**config.mk**
```make
export PLATFORM = sky130hd
export DESIGN_NAME = led_matrix_scanner
export DESIGN_NICKNAME = d
export VERILOG_FILES = /design/src/rtl/led_matrix_scanner.sv
export SDC_FILE = /design/constraint.sdc
export NUM_CORES = 1
export LEC_CHECK = 0
export ABC_AREA = 1
export CAP_MARGIN = 20
export CORE_MARGIN = 4
export CORE_UTILIZATION = 53
export DETAILED_ROUTE_END_ITERATION = 6
export GPL_ROUTABILITY_DRIVEN = 0
export PLACE_DENSITY_LB_ADDON = 0.1
export SYNTH_ARGS = -nofsm -noshare
export SYNTH_HDL_FRONTEND = slang
export SYNTH_SLANG_ARGS = --single-unit
```
**constraint.sdc**
```tcl
create_clock -name clk -period 2.4 [get_ports clk]
set_clock_uncertainty 0.15 [all_clocks]
set_input_delay 0.6 -clock clk [delete_from_list [all_inputs] [get_ports clk]]
set_output_delay 0.6 -clock clk [all_outputs]
set_load 0.03 [all_outputs]
```
**src/rtl/led_matrix_scanner.sv**
```systemverilog
// Multiplexed LED matrix scanner: one row at a time with a dark gap before each row, frame snapshot per scan.
// Define LED_PWM_EN to add the 4-bit brightness input that trims column on-time within each row dwell.
module led_matrix_scanner #(
  parameter int ROWS         = 5,
  parameter int COLS         = 8,
  parameter int DWELL_CYCLES = 64,
  parameter int BLANK_CYCLES = 4,
  parameter int ROW_ACT_LOW  = 0,
  parameter int COL_ACT_LOW  = 1
) (
  input  logic                    clk,
  input  logic                    resetn,
  input  logic                    scan_en,
  input  logic [ROWS*COLS-1:0]    frame_data,
`ifdef LED_PWM_EN
  input  logic [3:0]              brightness,
`endif
  output logic [ROWS-1:0]         led_row,
  output logic [COLS-1:0]         led_col,
  output logic [$clog2(ROWS)-1:0] row_idx,
  output logic                    frame_start
);

  localparam int RW    = $clog2(ROWS);
  localparam int CMAX  = (DWELL_CYCLES > BLANK_CYCLES) ? DWELL_CYCLES : BLANK_CYCLES;
  localparam int CNT_W = $clog2(CMAX + 1);

  localparam logic [CNT_W-1:0] BLANK_LAST = CNT_W'(BLANK_CYCLES - 1);
  localparam logic [CNT_W-1:0] DWELL_LAST = CNT_W'(DWELL_CYCLES - 1);
  localparam logic [RW-1:0]    ROW_LAST   = RW'(ROWS - 1);
  localparam logic [ROWS-1:0]  ROW_OFF    = {ROWS{(ROW_ACT_LOW != 0)}};
  localparam logic [COLS-1:0]  COL_OFF    = {COLS{(COL_ACT_LOW != 0)}};

  typedef enum logic {
    ST_BLANK = 1'b0,
    ST_DRIVE = 1'b1
  } state_t;

  state_t                 r_state, w_state_nxt;
  logic [CNT_W-1:0]       r_cnt, w_cnt_nxt;
  logic [RW-1:0]          r_row, w_row_nxt;
  logic [ROWS*COLS-1:0]   r_snap, w_snap_src;
  logic [COLS-1:0]        r_col_pat, w_col_pat_nxt, w_row_pat;
  logic                   w_capture;
  logic                   w_col_on;
  logic [ROWS-1:0]        w_lit_row, w_row_pins, r_led_row;
  logic [COLS-1:0]        w_lit_col, w_col_pins, r_led_col;
  logic                   r_fs;

  // Capture happens on the first BLANK cycle of row 0; the bypass lets a 1-cycle blank load the fresh frame.
  always_comb begin
    w_capture  = scan_en && (r_state == ST_BLANK) && (r_row == '0) && (r_cnt == '0);
    w_snap_src = w_capture ? frame_data : r_snap;
    w_row_pat  = '0;
    for (int r = 0; r < ROWS; r++) begin
      if (r_row == RW'(r)) w_row_pat = w_snap_src[r*COLS +: COLS];
    end
  end

  always_comb begin
    w_state_nxt   = r_state;
    w_cnt_nxt     = r_cnt;
    w_row_nxt     = r_row;
    w_col_pat_nxt = r_col_pat;
    if (!scan_en) begin
      w_state_nxt = ST_BLANK;
      w_cnt_nxt   = '0;
      w_row_nxt   = '0;
    end else begin
      case (r_state)
        ST_BLANK: begin
          if (r_cnt == BLANK_LAST) begin
            w_col_pat_nxt = w_row_pat;
            w_state_nxt   = ST_DRIVE;
            w_cnt_nxt     = '0;
          end else begin
            w_cnt_nxt = r_cnt + 1'b1;
          end
        end
        ST_DRIVE: begin
          if (r_cnt == DWELL_LAST) begin
            w_row_nxt   = (r_row == ROW_LAST) ? '0 : r_row + 1'b1;
            w_state_nxt = ST_BLANK;
            w_cnt_nxt   = '0;
          end else begin
            w_cnt_nxt = r_cnt + 1'b1;
          end
        end
        default: begin
          w_state_nxt = ST_BLANK;
          w_cnt_nxt   = '0;
          w_row_nxt   = '0;
        end
      endcase
    end
  end

`ifdef LED_PWM_EN
  logic [3:0]       r_bright_q;
  logic [CNT_W-1:0] w_on_cycles;

  function automatic logic [CNT_W-1:0] pwm_on_cycles(input logic [3:0] b);
    int t;
    t = (DWELL_CYCLES * (int'(b) + 1)) >> 4;
    if (t < 1) t = 1;
    return CNT_W'(t);
  endfunction

  always_comb w_on_cycles = pwm_on_cycles(r_bright_q);
  assign w_col_on = (r_cnt < w_on_cycles);

  always_ff @(posedge clk or negedge resetn) begin
    if (!resetn) begin
      r_bright_q <= 4'hF;
    end else if (w_capture) begin
      r_bright_q <= brightness;
    end
  end
`else
  assign w_col_on = 1'b1;
`endif

  // Pin image derived from the current state; registered below, so pins trail the state by one clock.
  always_comb begin
    w_lit_row = '0;
    w_lit_col = '0;
    if (scan_en && (r_state == ST_DRIVE)) begin
      for (int r = 0; r < ROWS; r++) begin
        w_lit_row[r] = (r_row == RW'(r));
      end
      if (w_col_on) w_lit_col = r_col_pat;
    end
    w_row_pins = w_lit_row ^ ROW_OFF;
    w_col_pins = w_lit_col ^ COL_OFF;
  end

  always_ff @(posedge clk or negedge resetn) begin
    if (!resetn) begin
      r_state   <= ST_BLANK;
      r_cnt     <= '0;
      r_row     <= '0;
      r_snap    <= '0;
      r_col_pat <= '0;
    end else begin
      r_state   <= w_state_nxt;
      r_cnt     <= w_cnt_nxt;
      r_row     <= w_row_nxt;
      r_col_pat <= w_col_pat_nxt;
      if (w_capture) r_snap <= frame_data;
    end
  end

  always_ff @(posedge clk or negedge resetn) begin
    if (!resetn) begin
      r_led_row <= ROW_OFF;
      r_led_col <= COL_OFF;
      r_fs      <= 1'b0;
    end else begin
      r_led_row <= w_row_pins;
      r_led_col <= w_col_pins;
      r_fs      <= w_capture;
    end
  end

  assign led_row     = r_led_row;
  assign led_col     = r_led_col;
  assign row_idx     = r_row;
  assign frame_start = r_fs;

endmodule
```
# [After elaboration in Yosys (flattened, before gate mapping)]
# Cells that the tools add are included.
[word_totals] input_bits=43 out_inout_bits=17 register_bits=73
[classes] n_mux=20 n_eq_ne=8 bitwise=2 add_sub_neg=2 reduce_logical=8
[ops] operator="8-bit 2-to-1 mux" count=6
[ops] operator="40-bit 2-to-1 mux" count=1
[ops] operator="7-bit 2-to-1 mux" count=3
[ops] operator="7-bit case mux with 2 select lines" count=1
[ops] operator="3-bit 2-to-1 mux" count=4
[ops] operator="8-bit inverter" count=1
[ops] operator="7-bit by 1-bit adder with 7-bit output, second input constant" count=1
[ops] operator="7-bit by 2-bit == test with 1-bit output, second input constant" count=1
[ops] operator="7-bit by 6-bit == test with 1-bit output, second input constant" count=1
[ops] operator="7-bit zero test" count=1
[ops] operator="3-bit by 2-bit == test with 1-bit output, second input constant" count=2
[ops] operator="5-bit 2-to-1 mux" count=1
[ops] operator="1-bit logical AND" count=4
[ops] operator="2-bit by 1-bit != test with 1-bit output, second input constant" count=2
[ops] operator="3-bit by 1-bit adder with 3-bit output, second input constant" count=1
[ops] operator="3-bit by 1-bit == test with 1-bit output, second input constant" count=1
[ops] operator="3-bit == test, second input constant" count=1
[ops] operator="3-bit zero test" count=1
[ops] operator="1-bit 2-to-1 mux" count=3
[ops] operator="3-bit AND reduction" count=1
[ops] operator="1-bit case mux with 2 select lines" count=1
[ops] operator="2-bit AND reduction" count=1
[ops] operator="1-bit inverter" count=1

# [Depth between registers and ports, before layout]
[logic_depth] word_depth=10 mapped_depth=15 depth_no_buf=14

# [Worst setup path before layout]
# OpenSTA, ideal clock, no wires.
[synth_timing] kind="register -> register" from="reg r_row[0] (netlist: row_idx[0])" to="reg r_col_pat[6]" path_slack_ps=348 setup_ps=116 arrival_time_ps=1785 synth_period_minus_slack_ps=2052 required_time_ps=2134 path_stages_with_launch=16 cell_sequence="dfrtp_1 -> inv_1 -> ha_1 -> nand2_2 -> nor2_4 -> nand2_4 -> clkinv_4 -> buf_8 -> nand2_2 -> nand2_2 -> nand2_1 -> nand2_1 -> inv_1 -> nand2_1 -> nand2_1 -> nand2_1"
[synth_between] word_cells_on_any_way=13
[synth_rtl] item="from (decl)" line="41" text="logic [RW-1:0] r_row, w_row_nxt;"
[synth_rtl] item="from (signal assigned)" line="147" text="r_row <= w_row_nxt;"
[synth_rtl] item="3-bit zero test" line="52" text="w_capture = scan_en && (r_state == ST_BLANK) && (r_row == '0) && (r_cnt == '0);"
[synth_rtl] item="1-bit logical AND (2 in a row)" line="52"
[synth_rtl] item="40-bit 2-to-1 mux"
[synth_rtl] item="named net w_snap_src[30]" line="42" text="logic [ROWS*COLS-1:0] r_snap, w_snap_src;"
[synth_rtl] item="8-bit 2-to-1 mux (2 in a row)" line="56" text="if (r_row == RW'(r)) w_row_pat = w_snap_src[r*COLS +: COLS];"
[synth_rtl] item="to (signal assigned)" line="148" text="r_col_pat <= w_col_pat_nxt;"
[synth_rtl] item="to (decl)" line="43" text="logic [COLS-1:0] r_col_pat, w_col_pat_nxt, w_row_pat;"
# The timed path passes the listed nets, and every way through them passes these cells.
# A chain may end at the register's enable or synchronous reset.

# [Final worst setup path]
[layout_timing] from="reg r_led_col[4] (netlist: led_col[4])" to="out led_col[4]"
[layout_rtl] item="from (decl)" line="47" text="logic [COLS-1:0] w_lit_col, w_col_pins, r_led_col;"
[layout_rtl] item="from (signal assigned)" line="160" text="r_led_col <= w_col_pins;"
[layout_rtl] item="to (decl)" line="19" text="output logic [COLS-1:0] led_col,"
# No word-level cell between the ends.

==> metrics.yaml <==
outcome: "completed"
crit_path_top_delay_cell: "sky130_fd_sc_hd__clkdlybuf4s50_1"
die_x_um: 90.8
finalWorstPathRequiredPeriod_ns: 2.28
place_hpwl_um: 5960
finalSetupViolCount: 0
grt_usage_pct: 21.6
rr_startpoint: "row_idx[0]"
final_max_slew_viol_count: 0
area_growth_syn_to_layout_pct: 25.6
clock_tree_from_tritoncts: "yes"
criticalPathCategory: "flip-flop to output port"
reg2regPathDepth: 14
detailedRoute.firstIterationViolations: 247
cts-root-to-sink-buffers: 2
worst_path_largest_cell_delay_ns: 0.67
post-cts-setup-buffer-count: 0
r2r_setup_slack_ns: 0.27
numnets_final: 583
global_route.usage.met1_pct: 29.9
cts_repair_resize_count: 0
mostFrequentLayoutCell: "sky130_fd_sc_hd__nand2_1"
fin_total_pwr_mw: 3.50
wire_per_inst_um: 13.2
leakage_nw: 2.43
required_ns: 1.65
grt_start_max_net_pins: 74
final_wirelength_um: 8130
grt_busiest_layer: "met2"
floorplan.initialDensity_pct: 55.9
worst_path_arrival_time_ns: 1.53
rsz0062_at_grt: "false"
syn_nets: 511
use_met3_pct: 4.67
ys.warnings.count: 0
core-area_um2: 6490
synthesis.instances: 461
kind_of_start_point_of_the_critical_path: "flip-flop"
irDropWorstVdd_mv: 0.499
yosys_register_bits: 73
cap_viol_max_count: 0
synthesis.area_per_instance_um2: 7.88
fillCellCount: 526
drt_pass1_iterations: 4
clkSlewWorstSetupHoldPaths_ns: 0.08
cts_num_sinks: 73
dieArea_um2: 8240
fmaxAchievable_mhz: 439
layout-drive-gt1-share_pct: 9.85
slew_headroom_pct: 59.6
hold_viol: 0
route.antenna.remaining_nets: 0
numPlacedInstances: 599
post_layout_nonfiller_instances: 615
ys_seq_area_share_pct: 50.6
mostFrequentLayoutCells: "sky130_fd_sc_hd__nand2_1, sky130_fd_sc_hd__inv_1, sky130_fd_sc_hd__dfrtp_1"
io_buffer_count: 59
globalRoute.totalOverflow: 0
vias_in_the_first_global_route: 3000
min_period_over_period_pct: 95.0
clock_tree.root_cell: "sky130_fd_sc_hd__clkbuf_8"
worst_hold_path_type: "input pin to asynchronous set/reset pin"
clock_insertion_delay_worst_skew_ns: 0.34
cp-end-kind: "output port"
design.portCount: 60
route.detailed.vias_per_inst: 4.88
cts-htree-levels: 3
initial_antenna_violation_count: 0
post_synth_num_cell_types: 30
via_count: 3002
critical_path.n_buffers_inverters: 1
r2r_end: "r_col_pat[6]"
grt.met2_usage_pct: 34.0
timing_worst_slew_pin_value_ns: 0.604
die_h_um: 90.8
residual_drc_count: 0
cts_buffers: 9
rows: 29
timing.critical_path.fanout_max: 1
insertedDiodeCount: 0
crit_chain: "clkdlybuf4s50_1"
global_route_wire_length_before_repair_um: 14200
post_cts_hold_buffer_count: 0
power.density_cell_area_nw_per_um2: 767
netlist_area_um2: 3630
cell_class_contributing_the_biggest_share_of_worst_path_delay: "buffers and inverters"
through the flow:
stage | utilization [%] | setup TNS (ns) | cell area (um^2) | setup WS (ns) | hold WS (ns)
detailed placement | 67.0 | -0.219 | 4350 | -0.0412 | 0.240
global route | 70.2 | 0 | 4560 | 0.0267 | 0.139
CTS | 70.2 | 0 | 4560 | 0.0937 | 0.136
finish | 70.2 | 0 | 4560 | 0.121 | 0.125
global placement | 67.0 | -0.0338 | 4350 | -0.0132 | 0.243
floorplan | - | 0 | 3630 | 0.348 | 0.154
state kept, by name, indices dropped and copies added (netlist names):
signal,cells
r_col_pat,8
r_state,1
led_row,5
r_cnt,7
frame_start,1
r_snap,40
row_idx,3
led_col,8
report_power, final:
part / total, mW / switching [mW] / internal [mW] / leakage [nW]
registers: 1.64 / 0.117 / 1.52 / 0.877
logic: 0.834 / 0.489 / 0.345 / 1.45
clock network: 1.03 / 0.450 / 0.580 / 0.106
synth_stat cells (all sizes together):
cell type / number / area, um^2
inv: 78 / 293
buf: 8 / 71.3
dfrtp: 65 / 1630
clkbuf: 2 / 7.51
nor3b: 2 / 15.0
and2: 16 / 100
nand3: 55 / 280
nor2: 37 / 183
xor2: 1 / 8.76
o22ai: 1 / 6.26
nand4: 1 / 6.26
nor4: 1 / 6.26
clkinv: 4 / 20.0
a21oi: 10 / 50.1
o21ai: 2 / 10.0
dfstp: 8 / 210
nand2: 161 / 634
ha: 7 / 87.6
xnor2: 2 / 17.5
cell type report:
cell class                      instances  area [um^2]  area share, %
Tap cell                               77         96.3           2.11
Multi-Input combinational cell        296         1410           30.8
Inverter                               82          313           6.86
Clock inverter                          6         82.6           1.81
Timing Repair Buffer                   71          701           15.4
Sequential cell                        73         1840           40.3
Clock buffer                           10          128           2.80
cells by family after synthesis:
kind of cell / after synthesis / share of synthesized area [%]
compound gates: 13 / 1.83
fa+ha+maj: 7 / 2.41
xor+xnor: 3 / 0.723
flops: 73 / 50.6
buf+inv: 92 / 10.8
simple gates: 273 / 33.7
worst max-delay path by stage:
| stage | startpoint | end | slack, ns | cells past startpoint |
|---|---|---|---|---|
| floorplan | row_idx[0] | r_col_pat[6] | 0.35 | 15 |
| global placement | scan_en | r_col_pat[5] | -0.01 | 13 |
| detailed placement | scan_en | r_col_pat[2] | -0.04 | 11 |
| CTS | led_col[4] | led_col[4] | 0.09 | 1 |
| global route | row_idx[0] | r_col_pat[6] | 0.03 | 14 |
| finish | led_col[4] | led_col[4] | 0.12 | 1 |
routing by layer:
layer	vias up	part of all wire, %
met2	68	48
met5	-	0
met3	10	4.4
met1	1390	46
met4	0	1.4
li1	1534	-
(Power assumes the default switching activity.)
